[config.mk]
export PLATFORM = sky130hd
export DESIGN_NAME = multicycle_ctrl
export DESIGN_NICKNAME = d
export VERILOG_FILES = /design/src/rtl/multicycle_ctrl.sv
export SDC_FILE = /design/constraint.sdc
export NUM_CORES = 1
export LEC_CHECK = 0
export BUFFER_PORTS_ARGS = -buffer_cell sky130_fd_sc_hd__buf_2
export CAP_MARGIN = 20
export CORE_MARGIN = 1.5
export CORE_UTILIZATION = 40
export DETAILED_ROUTE_END_ITERATION = 8
export PLACE_DENSITY = 0.65
export SETUP_SLACK_MARGIN = 0.02
export SYNTH_ARGS = -nofsm -noshare
export SYNTH_HDL_FRONTEND = slang
export SYNTH_SLANG_ARGS = --single-unit
[constraint.sdc]
create_clock -name clk -period 1.74 [get_ports clk]
set_clock_uncertainty 0.2 [all_clocks]
set_input_delay 0.087 -clock clk [delete_from_list [all_inputs] [get_ports clk]]
set_output_delay 0.087 -clock clk [all_outputs]
set_load 0.005 [all_outputs]
[src/rtl/multicycle_ctrl.sv]
// Multi-cycle main controller: FETCH/DECODE/EXEC/MEM/WB sequencing, memory
// req/ready handshake with wait-state timeout, and registered ALU/mux decode.
module multicycle_ctrl #(
  parameter int ALUOP_W = 5,
  parameter int TIMEOUT = 16,
  parameter int CNT_W   = 8
) (
  input  logic               clk,
  input  logic               rst_n,
  input  logic [5:0]         opcode,
  input  logic [5:0]         funct,
  input  logic               alu_zero,
  input  logic               mem_ready,
  output logic               mem_req,
  output logic               mem_we,
  output logic               ir_write,
  output logic               pc_write,
  output logic [1:0]         pc_src,
  output logic               reg_write,
  output logic [1:0]         reg_dst,
  output logic [1:0]         mem_to_reg,
  output logic               alu_src,
  output logic               imm_ext,
  output logic [ALUOP_W-1:0] alu_op,
  output logic [2:0]         state,
  output logic               fault
);

  typedef enum logic [2:0] {
    S_FETCH  = 3'd0,
    S_DECODE = 3'd1,
    S_EXEC   = 3'd2,
    S_MEM    = 3'd3,
    S_WB     = 3'd4,
    S_FAULT  = 3'd7
  } state_t;

  typedef enum logic [2:0] {
    K_ALU = 3'd0,
    K_LW  = 3'd1,
    K_SW  = 3'd2,
    K_BEQ = 3'd3,
    K_J   = 3'd4
  } kind_t;

  // Shared ALU operation encodings
  localparam logic [ALUOP_W-1:0] ALUOP_ADD  = ALUOP_W'(0);
  localparam logic [ALUOP_W-1:0] ALUOP_ADDU = ALUOP_W'(1);
  localparam logic [ALUOP_W-1:0] ALUOP_SUB  = ALUOP_W'(2);
  localparam logic [ALUOP_W-1:0] ALUOP_AND  = ALUOP_W'(3);
  localparam logic [ALUOP_W-1:0] ALUOP_OR   = ALUOP_W'(4);
  localparam logic [ALUOP_W-1:0] ALUOP_XOR  = ALUOP_W'(5);
  localparam logic [ALUOP_W-1:0] ALUOP_SLT  = ALUOP_W'(6);
  localparam logic [ALUOP_W-1:0] ALUOP_LUI  = ALUOP_W'(7);

  localparam logic [1:0] SEL_REGDST_RT  = 2'd0;
  localparam logic [1:0] SEL_REGDST_RD  = 2'd1;
  localparam logic [1:0] SEL_WB_ALUOUT  = 2'd0;
  localparam logic [1:0] SEL_WB_DM      = 2'd1;
  localparam logic       SEL_ALUSRC_REG = 1'b0;
  localparam logic       SEL_ALUSRC_IMM = 1'b1;
  localparam logic       EXT_MODE_SIGNED   = 1'b0;
  localparam logic       EXT_MODE_UNSIGNED = 1'b1;

  localparam logic [5:0] OP_RTYPE = 6'b000000;
  localparam logic [5:0] OP_J     = 6'b000010;
  localparam logic [5:0] OP_BEQ   = 6'b000100;
  localparam logic [5:0] OP_ADDI  = 6'b001000;
  localparam logic [5:0] OP_ADDIU = 6'b001001;
  localparam logic [5:0] OP_ANDI  = 6'b001100;
  localparam logic [5:0] OP_ORI   = 6'b001101;
  localparam logic [5:0] OP_XORI  = 6'b001110;
  localparam logic [5:0] OP_LUI   = 6'b001111;
  localparam logic [5:0] OP_LW    = 6'b100011;
  localparam logic [5:0] OP_SW    = 6'b101011;

  // Last wait count before giving up; mem_ready on that cycle still succeeds.
  localparam logic [CNT_W-1:0] CNT_LAST = CNT_W'(TIMEOUT - 1);

  state_t             state_q, state_d;
  logic [CNT_W-1:0]   cnt_q, cnt_d;
  kind_t              kind_q;

  logic [ALUOP_W-1:0] dec_aop;
  logic [1:0]         dec_rd;
  logic [1:0]         dec_m2r;
  logic               dec_as;
  logic               dec_ie;
  kind_t              dec_kind;
  logic               dec_ok;

  // Combinational opcode/funct decode, sampled into registers in DECODE
  always_comb begin
    dec_aop  = ALUOP_ADD;
    dec_rd   = SEL_REGDST_RT;
    dec_m2r  = SEL_WB_ALUOUT;
    dec_as   = SEL_ALUSRC_REG;
    dec_ie   = EXT_MODE_SIGNED;
    dec_kind = K_ALU;
    dec_ok   = 1'b1;
    case (opcode)
      OP_RTYPE: begin
        dec_rd = SEL_REGDST_RD;
        case (funct)
          6'b100000: dec_aop = ALUOP_ADD;
          6'b100001: dec_aop = ALUOP_ADDU;
          6'b100010: dec_aop = ALUOP_SUB;
          6'b100100: dec_aop = ALUOP_AND;
          6'b100101: dec_aop = ALUOP_OR;
          6'b100110: dec_aop = ALUOP_XOR;
          6'b101010: dec_aop = ALUOP_SLT;
          default:   dec_ok  = 1'b0;
        endcase
      end
      OP_ADDI:  begin dec_aop = ALUOP_ADD;  dec_as = SEL_ALUSRC_IMM; end
      OP_ADDIU: begin dec_aop = ALUOP_ADDU; dec_as = SEL_ALUSRC_IMM; end
      OP_ANDI:  begin dec_aop = ALUOP_AND;  dec_as = SEL_ALUSRC_IMM; dec_ie = EXT_MODE_UNSIGNED; end
      OP_ORI:   begin dec_aop = ALUOP_OR;   dec_as = SEL_ALUSRC_IMM; dec_ie = EXT_MODE_UNSIGNED; end
      OP_XORI:  begin dec_aop = ALUOP_XOR;  dec_as = SEL_ALUSRC_IMM; dec_ie = EXT_MODE_UNSIGNED; end
      OP_LUI:   begin dec_aop = ALUOP_LUI;  dec_as = SEL_ALUSRC_IMM; dec_ie = EXT_MODE_UNSIGNED; end
      OP_LW:    begin dec_as = SEL_ALUSRC_IMM; dec_m2r = SEL_WB_DM; dec_kind = K_LW; end
      OP_SW:    begin dec_as = SEL_ALUSRC_IMM; dec_kind = K_SW; end
      OP_BEQ:   begin dec_aop = ALUOP_SUB; dec_kind = K_BEQ; end
      OP_J:     dec_kind = K_J;
      default:  dec_ok = 1'b0;
    endcase
  end

  // State and wait-counter registers
  always_ff @(posedge clk or negedge rst_n) begin
    if (!rst_n) begin
      state_q <= S_FETCH;
      cnt_q   <= '0;
    end else begin
      state_q <= state_d;
      cnt_q   <= cnt_d;
    end
  end

  // Decoded control set, captured on the DECODE edge and held until the next one
  always_ff @(posedge clk or negedge rst_n) begin
    if (!rst_n) begin
      alu_op     <= ALUOP_ADD;
      reg_dst    <= SEL_REGDST_RT;
      mem_to_reg <= SEL_WB_ALUOUT;
      alu_src    <= SEL_ALUSRC_REG;
      imm_ext    <= EXT_MODE_SIGNED;
      kind_q     <= K_ALU;
    end else if (state_q == S_DECODE) begin
      alu_op     <= dec_aop;
      reg_dst    <= dec_rd;
      mem_to_reg <= dec_m2r;
      alu_src    <= dec_as;
      imm_ext    <= dec_ie;
      kind_q     <= dec_kind;
    end
  end

  // Next-state, wait counting and pulse/request outputs
  always_comb begin
    state_d   = state_q;
    cnt_d     = cnt_q;
    mem_req   = 1'b0;
    mem_we    = 1'b0;
    ir_write  = 1'b0;
    pc_write  = 1'b0;
    pc_src    = 2'b00;
    reg_write = 1'b0;
    case (state_q)
      S_FETCH: begin
        mem_req = 1'b1;
        if (mem_ready) begin
          ir_write = 1'b1;
          pc_write = 1'b1;
          cnt_d    = '0;
          state_d  = S_DECODE;
        end else if (cnt_q == CNT_LAST) begin
          cnt_d   = '0;
          state_d = S_FAULT;
        end else begin
          cnt_d = cnt_q + 1'b1;
        end
      end
      S_DECODE: state_d = dec_ok ? S_EXEC : S_FAULT;
      S_EXEC: begin
        case (kind_q)
          K_BEQ: begin
            pc_write = alu_zero;
            pc_src   = 2'b01;
            state_d  = S_FETCH;
          end
          K_J: begin
            pc_write = 1'b1;
            pc_src   = 2'b10;
            state_d  = S_FETCH;
          end
          K_LW, K_SW: state_d = S_MEM;
          default:    state_d = S_WB;
        endcase
      end
      S_MEM: begin
        mem_req = 1'b1;
        mem_we  = (kind_q == K_SW);
        if (mem_ready) begin
          cnt_d   = '0;
          state_d = (kind_q == K_SW) ? S_FETCH : S_WB;
        end else if (cnt_q == CNT_LAST) begin
          cnt_d   = '0;
          state_d = S_FAULT;
        end else begin
          cnt_d = cnt_q + 1'b1;
        end
      end
      S_WB: begin
        reg_write = 1'b1;
        state_d   = S_FETCH;
      end
      S_FAULT: state_d = S_FAULT;
      default: state_d = S_FAULT;
    endcase
    // Reset is asynchronous: outputs must drop in the same cycle, not at the next edge
    if (!rst_n) begin
      mem_req   = 1'b0;
      mem_we    = 1'b0;
      ir_write  = 1'b0;
      pc_write  = 1'b0;
      pc_src    = 2'b00;
      reg_write = 1'b0;
    end
  end

  assign state = state_q;
  assign fault = (state_q == S_FAULT);

endmodule

==> qor.txt, run 1 <==
CP required: 1450 ps
slowest stage delay, CP: 410 ps
clock latency on the worst-skew pair: 260 ps
crit-path cells: or2_4 > buf_6 > a21oi_4 > buf_6 > and2_4 > buf_6
crit share post-route: 103%
met1 Use GR: 23.1%
met3 Use GR: 2.11%
crit end category: output pin
remaining antenna violation count: 0
setup violators final: 7
CP Class: reg -> out
detailed-route via count: 1540
status: finished with violations
final setup margin: -53.3 ps
worst r2r src: state[0]
layout cells sized above 1: 37.3%
GRT Residual Overflow: 0
P&R area growth vs syn: 37.6%
Top cell by count, worst path: buf_6
Most Crowded Layer GR: met2
r2r setup slk: -40 ps
first-pass GRT wire length: 6180 µm
R2R depth: 5
Clock Tree Root: clkbuf_8
TritonCTS buffer count: 3
initial antenna violation count: 0
Initial Util: 43.0%
P per Cell Area: 457 nW/µm²
DR iter-0 viols: 66
post-synthesis sequential area ratio: 35.5%
RR Endpoint: cnt_q[4]
dpl hpwl: 2700 µm
Top reg by flops: cnt_q
clock slew at reported path FFs: 70 ps
Max Root-Sink Buffers: 2
vias per cell: 5.37
main flop type after synthesis: dfrtp_1
post-synth cell types: 54
HP Class: in -> reg
IO Port Bufs: 33
M2 GR Usage: 33.3%
EDFF count, synth: 0
CTS Sinks: 21
CP max FO: 4
Hold Crit Endpoint: alu_src
die area: 4080 µm²
Mapped Cells: 186
CP max-delay cell: dfrtp_1
largest net degree at the start of global routing: 18
number of diodes: 0
vias in the first global route: 1473
# H-tree levels: 1
gr usage total: 18.8%
hold_sp: opcode[5]
Slew Limit Fails: 0
GPL Wtd Cong: 0.863
FP Rows: 21
worst vdd ir: 0.000209 V
Die Span Y: 63.9 µm
Pre-antenna DRT Iters: 4
Cell Area, Synth: 1480 µm²
CTS tree: yes
Avg Inst Size Synth: 7.96 µm²
fin crit period: 1790 ps
max reg flops: 8
Synth async-reset ratio: 100%
non-filler cells, final: 287
CP startpoint kind: flip-flop
fmax: 0.558 GHz
hold depth: 4
Nets: 259
dpl cells: 274
Leak: 0.881 nW
core footprint: 3440 µm²
Final Hold Viols: 0
failing checks: negative setup slack
Total Power: 0.931 mW
average wire per standard cell: 13.0 µm
Worst EP arrival: 1510 ps
io pins: 38
Horiz. Die Dim: 63.9 µm
Yosys warnings: 0
RSZ-0062 raised after global routing: yes
DRT Wirelength: 3740 µm
Max-cap violations: 0
flop and latch count out of synthesis: 21
DRC Markers: 0
layout by cell type (no fill, tap or decap), drive strengths merged, types with 6 or more instances in the layout:
master,count
nand2,25
dfrtp,21
a21oi,6
o21ai,15
inv,7
nand2b,9
buf,60
nor2,15
a31oi,7
nand3,9
cells in the mapped netlist, types with 2 or more instances:
master	n	area share, %
buf_4	4	2.0
nor2_1	15	3.8
nand2_1	25	6.3
o31ai_1	3	1.5
clkbuf_1	7	1.8
o21ai_0	12	4.1
a21oi_2	2	1.2
or2_2	2	0.84
a22oi_1	2	1.0
o41ai_1	2	1.2
nor3b_1	2	1.0
a31oi_1	7	3.0
and3_1	3	1.3
xnor2_1	4	2.4
o21ai_2	2	1.2
or3_1	2	0.84
buf_2	2	0.68
nor2b_1	2	0.84
inv_1	7	1.8
nand4_1	2	0.84
a21oi_1	4	1.4
nor3_1	4	1.4
nor4_1	2	0.84
dfrtp_1	21	35
o211ai_1	3	1.5
nand2b_1	9	3.8
nand3_1	9	3.0
final cells by class:
cell class	count	area [µm²]
Clock buffer	4	45.0
Timing Repair Buffer	64	433
Sequential cell	21	527
Multi-Input combinational cell	145	950
Tap cell	46	57.6
Fill cell	344	1400
Inverter	7	26.3
worst max-delay path by stage:
stage,start,end,slack (ps),cells past startpoint
finish,state[0],mem_req,-50,6
global route,state[0],mem_req,-110,6
CTS,state[1],mem_req,-60,6
detailed placement,cnt_q[0],cnt_q[5],-30,5
global placement,cnt_q[0],cnt_q[5],20,5
floorplan,state[1],kind_q[2],-80,5
report_power, final:
part / internal (mW) / switching [mW]
sequential: 0.488 / 0
combinational: 0.0483 / 0.0722
clock: 0.163 / 0.159
routing by layer:
metal | wire (µm) | up-vias
li1 | - | 775
met1 | 1700 | 726
met2 | 1900 | 35
met3 | 91 | 4
met4 | 56 | 0
met5 | 0 | -
metrics by stage:
step                TNS, ps  util, %  setup slack [ps]  hold slack, ps  instance area (µm²)
floorplan              -184        -             -80.6            -409                 1500
global placement          0     52.1              16.3            -266                 1790
detailed placement    -27.0     52.1             -27.0            -265                 1790
CTS                   -85.4     56.5             -62.4            4.81                 1940
global route           -724     59.2              -109            30.6                 2040
finish                 -169     59.2             -53.3            8.84                 2040
critical path, delay by kind of cell, from the launching register on:
| kind | cells | cell delay (ps) |
|---|---|---|
| DFF | 1 | 410 |
| buffers and inverters | 3 | 310 |
| AOI/OAI and AO/OA | 1 | 100 |
| and+or+nand+nor | 2 | 410 |
cells by family after synthesis:
logic type	after synthesis	synth area share [%]
DFF	21	35.5
adders and majority gates	1	0.844
and+or+nand+nor	86	30.3
AOI/OAI and AO/OA	49	22.6
buffers and inverters	23	7.60
xor gates and xnor gates	5	2.96
other	1	0.253
what timing repair did:
action	4_1_cts	5_1_grt
hold endpoints to repair	25	0
gates resized for setup	10	23
hold buffers	4	0
setup buffers	3	2
endpoints found under the setup margin	10	17
pin swaps	3	7
(Power assumes the default switching activity.)
==> inputs of run 2 (changes only) <==
--- a/config.mk
+++ b/config.mk
@@ -9,6 +9,7 @@
 export CAP_MARGIN = 20
 export CORE_MARGIN = 1.5
 export CORE_UTILIZATION = 40
+export CTS_BUF_LIST = sky130_fd_sc_hd__clkbuf_2
 export DETAILED_ROUTE_END_ITERATION = 8
 export PLACE_DENSITY = 0.65
 export SETUP_SLACK_MARGIN = 0.02
==> qor.txt, run 2 (same netlist as run 1, synthesis figures left out) <==
Max-cap violations: 0 (unchanged)
DRT Wirelength: 4030 µm (was 3740 µm)
DR iter-0 viols: 73 (was 66)
Slew Limit Fails: 0 (unchanged)
Die Span Y: 63.9 µm (unchanged)
crit-path cells: or2_4 > buf_6 > buf_6 > a21o_1 > or4b_1 > nand2_1 (was or2_4 > buf_6 > a21oi_4 > buf_6 > and2_4 > buf_6)
layout cells sized above 1: 39.8% (was 37.3%)
IO Port Bufs: 33 (unchanged)
most frequent cells in the layout: buf_2 (31), nand2_1 (23), buf_4 (20), dfrtp_1 (19), nor2_1 (14) (was buf_2 (32), nand2_1 (23), buf_4 (23), dfrtp_1 (20), nor2_1 (14))
DRC Markers: 0 (unchanged)
Max transition margin: 54.0%
average wire per standard cell: 13.6 µm (was 13.0 µm)
CP startpoint kind: flip-flop (unchanged)
Worst Tran Pin Value: 687 ps
detailed-route via count: 1586 (was 1540)
Top reg by flops: cnt_q (unchanged)
Worst EP arrival: 2030 ps (was 1510 ps)
GPL Wtd Cong: 0.863 (unchanged)
internal power: 0.607 mW (was 0.699 mW)
CTS Sinks: 21 (unchanged)
clock slew at reported path FFs: 200 ps (was 70 ps)
clock latency on the worst-skew pair: 320 ps (was 260 ps)
sequential group share of total power: 58.7% (was 52.4%)
Pre-antenna DRT Iters: 4 (unchanged)
largest net degree at the start of global routing: 17 (was 18)
initial antenna violation count: 0 (unchanged)
status: finished with violations (unchanged)
Leak: 0.941 nW (was 0.881 nW)
CP max-delay cell: or4b_1 (was dfrtp_1)
Clock Tree Root: clkbuf_2 (was clkbuf_8)
CP required: 1820 ps (was 1450 ps)
CP max FO: 3 (was 4)
top cell family by delay on the critical path: simple AND/OR/NAND/NOR gates (unchanged)
CP Class: reg -> reg (was reg -> out)
r2r setup slk: -200 ps (was -40 ps)
crit end category: flip-flop (was output pin)
setup violators final: 7 (unchanged)
Nets: 269 (was 259)
# H-tree levels: 1 (unchanged)
remaining antenna violation count: 0 (unchanged)
worst vdd ir: 0.000211 V (was 0.000209 V)
first-pass GRT wire length: 6640 µm (was 6180 µm)
Top cell by count, worst path: buf_6 (unchanged)
GRT Residual Overflow: 0 (unchanged)
TritonCTS buffer count: 3 (unchanged)
fmax: 0.515 GHz (was 0.558 GHz)
Logic pwr share: 16.4% (was 12.9%)
dpl ws: -27.0 ps (unchanged)
dpl cells: 274 (unchanged)
FP Rows: 21 (unchanged)
Levels on crit path: 6 (unchanged)
Horiz. Die Dim: 63.9 µm (unchanged)
Max Root-Sink Buffers: 2 (unchanged)
hold depth: 4 (unchanged)
Final Util: 63.1% (was 59.2%)
P_sw: 0.225 mW (was 0.232 mW)
Final Hold Viols: 0 (unchanged)
io pins: 38 (unchanged)
WP buf/inv: 2 (was 3)
Initial Util: 43.0% (unchanged)
max reg flops: 8 (unchanged)
final setup margin: -203 ps (was -53.3 ps)
P&R area growth vs syn: 46.6% (was 37.6%)
fin crit period: 1940 ps (was 1790 ps)
HP Class: in -> reg (unchanged)
vias per cell: 5.34 (was 5.37)
non-filler cells, final: 297 (was 287)
slowest stage delay, CP: 510 ps (was 410 ps)
die area: 4080 µm² (unchanged)
clock share of power: 24.9% (was 34.7%)
R2R depth: 6 (was 5)
commonest non-fill, non-tap cell in the layout: buf_2 (unchanged)
vias in the first global route: 1563 (was 1473)
RSZ-0062 raised after global routing: yes (unchanged)
failing checks: negative setup slack (unchanged)
Fin Hold WS: 11.0 ps (was 8.84 ps)
crit share post-route: 112% (was 103%)
CTS tree: yes (unchanged)
number of diodes: 0 (unchanged)
Net Sw Frac: 27.1% (was 24.9%)
gr usage total: 20.0% (was 18.8%)
dpl hpwl: 2700 µm (unchanged)
P per Cell Area: 383 nW/µm² (was 457 nW/µm²)
core footprint: 3440 µm² (unchanged)
==> run 2: final cells by class <==
class,count,area (µm²)
fill,322,1270
multi-input combinational,145,992
timing repair buffer,74,548
clock buffer,4,20.0
sequential,21,528
inverter,7,26.3
tap,46,57.6
==> run 2: final timing paths <==
check | from | endpoint
setup / recovery | state[0] | cnt_q[4]
hold / removal | funct[3] | alu_op[0]
setup reg to reg | state[0] | cnt_q[4]
hold reg to reg | mem_to_reg[0] | mem_to_reg[0]
max in group asynchronous | rst_n | kind_q[2]
min in group asynchronous | rst_n | imm_ext
==> run 2: metal layers <==
layer	share of wire (%)	GRT usage [%]	vias up	wire length (µm)
met3	2.6	2.46	6	105
met1	43	23.7	752	1750
met5	0	0	-	0
met2	53	37.6	34	2140
met4	1.1	5.43	0	44
li1	-	-	794	-
==> run 2: worst min-delay path: stages <==
cell and delay, ps:
buf_2 120, a21oi_1 50, a22oi_1 170, o21ai_0 90
==> run 2: stage by stage <==
stage / cell area [µm²] / TNS (ps) / power (mW)
3_3_place_gp: 1790 / 0 / 0.607
6_report: 2170 / -616 / 0.833
5_1_grt: 2170 / -1360 / 0.873
2_1_floorplan: 1500 / -184 / 0.562
3_5_place_dp: 1790 / -27.0 / 0.607
4_1_cts: 2050 / -493 / 0.833
==> run 2: power by group through the flow <==
stage	clock (mW)	combinational (mW)	sequential (mW)
6_report	0.207	0.137	0.489
5_1_grt	0.234	0.150	0.489
4_1_cts	0.213	0.131	0.489
3_5_place_dp	0	0.110	0.497
3_3_place_gp	0	0.110	0.497
2_1_floorplan	0	0.0650	0.497
==> run 2: timing repair <==
action                     in CTS  in global routing
buffers inserted                7                  2
resized for setup              21                 27
pin swaps                       8                  8
hold buffers                   10                  0
hold endpoints to repair       36                  0
setup endpoints to repair      12                 25
